[src/rtl/register_file_pkg.sv]
// Shared constants and types for the architectural register file.
// Optional build macro REGFILE_BYPASS_EN is consumed by register_file.sv.
package register_file_pkg;
  localparam int DATA_W     = 32;
  localparam int ADDR_W     = 5;
  localparam int REG_ZERO   = 0;
  localparam int WR_COUNT_W = 16;
  localparam logic [WR_COUNT_W-1:0] WR_COUNT_MAX = '1;

  typedef struct packed {
    logic              en;
    logic [ADDR_W-1:0] addr;
    logic [DATA_W-1:0] data;
  } wr_req_t;
endpackage

[src/rtl/register_file_if.sv]
// Writeback/reserve/read bundle between pipeline control and the register file.
interface register_file_if
  import register_file_pkg::*;
#(
  parameter int DW = DATA_W,
  parameter int AW = ADDR_W
);
  logic                  we;
  logic [AW-1:0]         waddr;
  logic [DW-1:0]         wdata;
  logic                  rsv_en;
  logic [AW-1:0]         rsv_addr;
  logic [AW-1:0]         raddr0;
  logic [AW-1:0]         raddr1;
  logic [DW-1:0]         rdata0;
  logic [DW-1:0]         rdata1;
  logic                  busy0;
  logic                  busy1;
  logic [WR_COUNT_W-1:0] wr_count;

  modport master (
    output we, waddr, wdata, rsv_en, rsv_addr, raddr0, raddr1,
    input  rdata0, rdata1, busy0, busy1, wr_count
  );
  modport slave (
    input  we, waddr, wdata, rsv_en, rsv_addr, raddr0, raddr1,
    output rdata0, rdata1, busy0, busy1, wr_count
  );
endinterface

[src/rtl/register_file_wr_decode.sv]
// ADDR_W-to-one-hot decoder with enable; bit 0 is forced low (register 0 is hardwired).
module regfile_wr_decode #(
  parameter int ADDR_W = 5
) (
  input  logic                 en,
  input  logic [ADDR_W-1:0]    addr,
  output logic [2**ADDR_W-1:0] onehot
);
  always_comb begin
    onehot = '0;
    if (en) onehot[addr] = 1'b1;
    onehot[0] = 1'b0;
  end
endmodule

[src/rtl/register_file.sv]
// 2R1W register file with per-register busy scoreboard and saturating write counter.
// Define REGFILE_BYPASS_EN for same-cycle write-through onto the read ports.
module register_file
  import register_file_pkg::*;
#(
  parameter int DATA_W = register_file_pkg::DATA_W,
  parameter int ADDR_W = register_file_pkg::ADDR_W
) (
  input logic clk,
  input logic rst_n,
  register_file_if.slave bus
);
  localparam int NREG = 2**ADDR_W;

  logic [NREG-1:0][DATA_W-1:0] rf;
  logic [NREG-1:0]             busy;
  logic [NREG-1:0]             wsel;
  logic [NREG-1:0]             rsel;
  logic [WR_COUNT_W-1:0]       cnt;

  regfile_wr_decode #(.ADDR_W(ADDR_W)) u_wdec (
    .en     (bus.we),
    .addr   (bus.waddr),
    .onehot (wsel)
  );

  always_comb begin
    rsel = '0;
    if (bus.rsv_en) rsel[bus.rsv_addr] = 1'b1;
    rsel[REG_ZERO] = 1'b0;
  end

  // Reserve beats writeback clear: a newer instruction already owns the register.
  always_ff @(posedge clk or negedge rst_n) begin
    if (!rst_n) begin
      rf   <= '0;
      busy <= '0;
      cnt  <= '0;
    end else begin
      for (int i = 1; i < NREG; i++) begin
        if (wsel[i]) rf[i] <= bus.wdata;
        if (rsel[i])      busy[i] <= 1'b1;
        else if (wsel[i]) busy[i] <= 1'b0;
      end
      if (|wsel && cnt != WR_COUNT_MAX) cnt <= cnt + 1'b1;
    end
  end

  assign bus.wr_count = cnt;

`ifdef REGFILE_BYPASS_EN
  // wsel[raddrN] is set only for an accepted write to that same register.
  assign bus.rdata0 = wsel[bus.raddr0] ? bus.wdata : rf[bus.raddr0];
  assign bus.rdata1 = wsel[bus.raddr1] ? bus.wdata : rf[bus.raddr1];
  assign bus.busy0  = wsel[bus.raddr0] ? 1'b0 : busy[bus.raddr0];
  assign bus.busy1  = wsel[bus.raddr1] ? 1'b0 : busy[bus.raddr1];
`else
  assign bus.rdata0 = rf[bus.raddr0];
  assign bus.rdata1 = rf[bus.raddr1];
  assign bus.busy0  = busy[bus.raddr0];
  assign bus.busy1  = busy[bus.raddr1];
`endif
endmodule

[src/flat_wrapper.sv]
// flat-port wrapper written by rule: the top's interface ports become plain ports
module register_file_flat import register_file_pkg::*;
#(
  parameter int DATA_W = register_file_pkg::DATA_W,
  parameter int ADDR_W = register_file_pkg::ADDR_W
)
  (clk, rst_n, bus_we, bus_waddr, bus_wdata, bus_rsv_en, bus_rsv_addr, bus_raddr0, bus_raddr1, bus_rdata0, bus_rdata1, bus_busy0, bus_busy1, bus_wr_count);
  register_file_if bus_i ();
  input logic clk;
  input logic rst_n;
  input wire logic [$bits(bus_i.we)-1:0] bus_we;
  input wire logic [$bits(bus_i.waddr)-1:0] bus_waddr;
  input wire logic [$bits(bus_i.wdata)-1:0] bus_wdata;
  input wire logic [$bits(bus_i.rsv_en)-1:0] bus_rsv_en;
  input wire logic [$bits(bus_i.rsv_addr)-1:0] bus_rsv_addr;
  input wire logic [$bits(bus_i.raddr0)-1:0] bus_raddr0;
  input wire logic [$bits(bus_i.raddr1)-1:0] bus_raddr1;
  output wire logic [$bits(bus_i.rdata0)-1:0] bus_rdata0;
  output wire logic [$bits(bus_i.rdata1)-1:0] bus_rdata1;
  output wire logic [$bits(bus_i.busy0)-1:0] bus_busy0;
  output wire logic [$bits(bus_i.busy1)-1:0] bus_busy1;
  output wire logic [$bits(bus_i.wr_count)-1:0] bus_wr_count;
  assign bus_i.we = bus_we;
  assign bus_i.waddr = bus_waddr;
  assign bus_i.wdata = bus_wdata;
  assign bus_i.rsv_en = bus_rsv_en;
  assign bus_i.rsv_addr = bus_rsv_addr;
  assign bus_i.raddr0 = bus_raddr0;
  assign bus_i.raddr1 = bus_raddr1;
  assign bus_rdata0 = bus_i.rdata0;
  assign bus_rdata1 = bus_i.rdata1;
  assign bus_busy0 = bus_i.busy0;
  assign bus_busy1 = bus_i.busy1;
  assign bus_wr_count = bus_i.wr_count;
  register_file #(.DATA_W(DATA_W), .ADDR_W(ADDR_W)) u_core (.clk(clk), .rst_n(rst_n), .bus(bus_i));
endmodule
[config.mk]
export PLATFORM = sky130hd
export DESIGN_NAME = register_file_flat
export DESIGN_NICKNAME = d
export VERILOG_FILES = /design/src/rtl/register_file_pkg.sv /design/src/rtl/register_file_if.sv /design/src/rtl/register_file_wr_decode.sv /design/src/rtl/register_file.sv /design/src/flat_wrapper.sv
export SDC_FILE = /design/constraint.sdc
export NUM_CORES = 2
export LEC_CHECK = 0
export BUFFER_PORTS_ARGS = -buffer_cell sky130_fd_sc_hd__buf_4
export CAP_MARGIN = 20
export CORE_ASPECT_RATIO = 0.5
export CORE_MARGIN = 2
export CORE_UTILIZATION = 25
export CTS_CLUSTER_DIAMETER = 100
export CTS_CLUSTER_SIZE = 20
export DETAILED_ROUTE_END_ITERATION = 10
export PLACE_DENSITY = 0.45
export SKIP_LAST_GASP = 1
export SLEW_MARGIN = 20
export SYNTH_ARGS = -nofsm -noshare
export SYNTH_HDL_FRONTEND = slang
export SYNTH_HIERARCHICAL = 1
export SYNTH_SLANG_ARGS = --single-unit
[constraint.sdc]
create_clock -name clk -period 1.83 [get_ports clk]
set_input_delay 0.0915 -clock clk [delete_from_list [all_inputs] [get_ports clk]]
set_output_delay 0.0915 -clock clk [all_outputs]
set_load 0.1 [all_outputs]
Yosys cells after proc, flatten, opt, wreduce, memory -nomap -nowiden
Index checks and enable logic that the tools add are counted.
{"block": "word_totals", "reg_bits": 1039, "inputBits": 56, "out_inout_bits": 82, "wordCells": 182}
{"block": "op_classes", "addsub": 1, "n_lt_le_gt_ge": 6, "eq_ne": 1, "n_mux": 76, "reduce_logical": 35}
{"op": "$bmux 32 s5", "count": 2}
{"op": "$mux 32", "count": 4}
{"op": "$mux 1", "count": 66}
{"op": "$reduce_bool 2->1", "count": 31}
{"op": "$reduce_or 31->1", "count": 1}
{"op": "$lt 5x6->1 const B", "count": 4}
{"op": "$add 16x1->16 const B", "count": 1}
{"op": "$ne 16x16->1 const B", "count": 1}
{"op": "$bmux 1 s5", "count": 2}
{"op": "$demux 1 s5", "count": 2}
{"op": "$ge 5x1->1 const B", "count": 2}
{"op": "$logic_and 1x1->1", "count": 3}

Logic depth before layout (Yosys ltp)
{"block": "depth", "depth_word": 7, "ltp_mapped": 10, "ltp_nobuf": 7}

Cells and area by module
Netlist, hierarchy kept.
{"module": "register_file", "instances": 1, "cells_each": 3806, "area_per_inst_um2": 54954.0, "seq_area_each_um2": 25999.9}
{"module": "regfile_wr_decode", "instances": 1, "cells_each": 48, "area_per_inst_um2": 237.7, "seq_area_each_um2": 0.0}

Worst setup path before layout
No wires, ideal clock.
{"block": "synth_path", "path_kind": "input-to-output", "start": "input bus_raddr1[0]", "end": "output bus_busy1", "t_arrival_ns": 2.738, "t_required_ns": 1.738, "path_slack_ns": -0.999, "path_stages": 6, "path_buffers": 2, "path_cell_list": "buf_4 -> buf_4 -> mux4_2 -> o211ai_1 -> o31ai_1 -> a31oi_1"}
{"block": "synth_via", "elab_chain_cells": 2}
{"item": "start, declared", "line_no": "flat_wrapper.sv:17", "rtl": "input wire logic [$bits(bus_i.raddr1)-1:0] bus_raddr1;"}
{"item": "$bmux 1 s5", "line_no": "register_file.sv:61", "rtl": "assign bus.busy1 = busy[bus.raddr1];"}
{"item": "$mux 1 (implied by the code)", "line_no": "register_file.sv:61"}
{"item": "end, declared", "line_no": "flat_wrapper.sv:21", "rtl": "output wire logic [$bits(bus_i.busy1)-1:0] bus_busy1;"}
No other way between the ends. The select of a mux whose other input is x is not followed.

Final worst setup path
{"block": "layout_path", "start": "register u_core.busy[10]", "end": "output bus_busy1"}
{"block": "layout_via", "elab_chain_cells": 2}
{"item": "start, declared", "line_no": "register_file.sv:16", "rtl": "logic [NREG-1:0] busy;"}
{"item": "start signal, assigned", "line_no": "register_file.sv:37", "rtl": "busy <= '0;"}
{"item": "start signal, assigned by index", "line_no": "register_file.sv:42", "rtl": "if (rsel[i]) busy[i] <= 1'b1;"}
{"item": "start signal, assigned by index", "line_no": "register_file.sv:43", "rtl": "else if (wsel[i]) busy[i] <= 1'b0;"}
{"item": "$bmux 1 s5", "line_no": "register_file.sv:61"}
{"item": "$mux 1 (implied by the code)", "line_no": "register_file.sv:61"}
No other way between the ends. The select of a mux whose other input is x is not followed.

==> flow_summary.ini <==
[detailed_routing]
vias = 37381
wl_mm = 210
drtPass1Iterations = 5
antenna_left = 0
first_iter_violations = 2676
avgViaCountPerCell = 5.21
wl_per_cell_um = 29.3
drc = 0

[setup_path]
path_cells = inv_2 > mux4_2 > o211ai_1 > o31ai_2 > a31oi_4 > buf_12
cp.arrival_ns = 2.53
cp_max_fo = 3
critPathKind = flop to output port
critical_path.slowest_cell = mux4_2
slowest_delay_ns = 0.45
cp-start-kind = flop
cp-end-kind = output port
required_ns = 1.74

[run]
drv_cap = 0

[floorplan]
initial_utilization_pct = 25.3
fp-row-count = 121
die_h_um = 336
ioPinCount = 138
die_area_mm2 = 0.225
core_mm2 = 0.218
die_w_um = 668

[sta]
fin_hold_ws_ns = 0.112
min_period_over_period_pct = 144
setup_ws_ns = -0.796
max_freq_mhz = 381
hold_violations = 0
slew_headroom_pct = 50.4
post-route-min-period_ns = 2.63
finalMaxSlewViolations = 0
fin_worst_skew_ns = 0.00261
worstMarginPinSlew_ns = 0.741
tns_ns = -44.47
rsz0062_at_grt = yes
finalSetupViolations = 75

[power]
power_mw = 66.2
switching_power_mw = 21.7
combPwrFrac_pct = 31.8
seq_power_share_pct = 46.7
internal-power_mw = 44.5
powerDensity_mw_per_mm2 = 944
pwr-share-clk_pct = 21.5
p_leak_nw = 28.8
switching_share_pct = 32.7
peakVddDrop_v = 0.000769

[finish]
drive_gt1_share_pct = 59.7
final_cell_mix = mux2_2, dfrtp_1, buf_4, mux4_2, buf_12
fin_cells = 7180
final.fill_count = 21228
layout_commonest_cell = mux2_2
multiInputGateArea_mm2 = 0.0298
area_growth_pct = 27.0
final_net_count = 4273
register_area_mm2 = 0.0261

[run_status]
status = finished, violations left
violations = setup timing

[synth]
syn_nets = 3911
synthCells = 3854
syn_area_per_cell_um2 = 14.3
synth_edf_count = 0
ys_seq_area_share_pct = 47.1
synth_area_mm2 = 0.0552
yosysWarnings = 72
synth_flop_cell = dfrtp_1
async_reset_ff_share_pct = 100
synth.distinct_cells = 39
ys_ff_latch = 1039

[grt]
gr-total-overflow = 0
grt_pass1_vias = 40162
grt_use_total_pct = 18.5
grt_pass1_wl_mm = 303
grt_max_degree = 96
antenna_found_initial = 13

[clock_network]
cts_num_sinks = 1039
cts_made_buffers = 58
clk-insertion-delay-late_ns = 0.72
path_clk_slew_ns = 0.09
cts-root-buf = clkbuf_16
cts_max_level = 2
cts_buffer_depth = 3
cts_tree = yes

[placement]
io_buffers = 137
pre_cts_ws_ns = -0.877
place_congestion = 0.817
dpl.cell_count = 7051
dp_hpwl_mm = 142

[hold_path]
min_path_type = input port to async pin
state kept, by name (all words and copies together) (netlist names):
| register | count |
|---|---|
| u_core/busy | 31 |
| u_core/rf | 992 |
| u_core/bus.wr_count | 16 |
Yosys cell counts (2+ instances only):
| cell type | number | area [um2] |
|---|---|---|
| nor2_1 | 106 | 398 |
| nand4b_1 | 3 | 26.3 |
| mux4_2 | 396 | 8920 |
| or3b_2 | 3 | 26.3 |
| buf_4 | 49 | 368 |
| and4_1 | 2 | 17.5 |
| a22oi_1 | 198 | 1490 |
| o22ai_1 | 97 | 607 |
| o31ai_1 | 66 | 495 |
| nand3b_1 | 5 | 37.5 |
| nand2_1 | 76 | 285 |
| dfrtp_1 | 1039 | 26000 |
| or2_2 | 3 | 18.8 |
| clkbuf_1 | 290 | 1090 |
| buf_2 | 64 | 320 |
| mux2i_1 | 196 | 1960 |
| nor3_1 | 4 | 20.0 |
| a31oi_1 | 66 | 413 |
| inv_1 | 33 | 124 |
| nand3_1 | 9 | 45.0 |
| nor2b_1 | 8 | 50.1 |
| xor2_1 | 13 | 114 |
| buf_6 | 8 | 90.1 |
| nand4_1 | 5 | 31.3 |
| buf_1 | 25 | 93.8 |
| xnor2_1 | 2 | 17.5 |
| and2_1 | 2 | 12.5 |
| o211ai_1 | 2 | 15.0 |
| mux2_2 | 1058 | 11900 |
| nand4bb_1 | 3 | 33.8 |
| nor4_1 | 12 | 75.1 |
| nand2b_1 | 4 | 25.0 |
critical path, delay by kind of cell, from the launching register on:
family | cells | cell delay (ns)
AO/OA/AOI/OAI | 3 | 0.71
multiplexers | 1 | 0.45
buffers and inverters | 2 | 0.29
flip-flops | 1 | 0.35
stage by stage:
step                      instance area [um2]  util [%]
after floorplan                         56300         -
after global placement                  65700      30.1
after detailed placement                65700      30.1
after CTS                               69700      31.9
after global routing                    70100      32.1
final                                   70100      32.1
final timing paths:
path | startpoint | to | slack, ns | depth (start not counted)
worst max-delay path | u_core/busy[10] | bus_busy1 | -0.80 | 6
worst min register to register | u_core/bus.wr_count[14] | u_core/bus.wr_count[14] | 0.50 | 1
min in group clk | bus_waddr[2] | u_core/rf[228] | 0.16 | 6
max in group asynchronous | rst_n | u_core/bus.wr_count[8] | 1.11 | 4
worst min-delay path | rst_n | u_core/rf[603] | 0.11 | 3
worst max register to register | u_core/bus.wr_count[7] | u_core/bus.wr_count[11] | 0.05 | 7
power groups by stage:
| stage | clock, mW | sequential [mW] | combinational, mW |
|---|---|---|---|
| 2_1_floorplan | 0 | 30.7 | 13.2 |
| 3_3_place_gp | 0 | 30.8 | 19.1 |
| 3_5_place_dp | 0 | 31.2 | 19.4 |
| 4_1_cts | 14.9 | 30.8 | 21.0 |
| 5_1_grt | 15.6 | 31.5 | 22.2 |
| 6_report | 14.2 | 30.9 | 21.1 |
layer usage:
layer	global-route usage, %	share of wire, %	wire length (um)	vias up
li1	-	-	-	15462
met1	24.4	43	91000	20580
met2	31.8	49	104000	1026
met3	2.34	4.4	9210	309
met4	5.56	3.2	6650	4
met5	0	0.014	30	-
logic make-up (layout without fill, tap and decap cells):
family,count (synthesis),count (layout),share of synthesized area [%]
muxes,1651,1651,41.3
DFF,1039,1039,47.1
buffers and inverters,469,837,3.78
AOI/OAI and AO/OA,430,430,5.49
and+or+nand+nor,248,248,2.04
xor gates and xnor gates,15,15,0.238
adders and majority gates,1,1,0.0227
other,1,7,0.00679
what timing repair did:
action                                  in CTS  in global routing
gates resized for setup                    392                 70
hold endpoints to repair                  2062                  0
gates cloned                                 1                  0
pin swaps                                   29                 26
buffers inserted                             7                  8
hold buffers                                45                  0
endpoints found under the setup margin      71                 83
final cells by class:
type / count / share of cell area (%)
clock inverters: 3 / 0.0393
flip-flops and latches: 1039 / 37.2
multi-input cells: 2346 / 42.5
well taps: 2952 / 5.27
repair buffers: 738 / 12.6
inverters: 33 / 0.177
diodes: 6 / 0.0214
clock buffers: 63 / 2.19
Note: power is estimated with default switching activity, not from simulation.
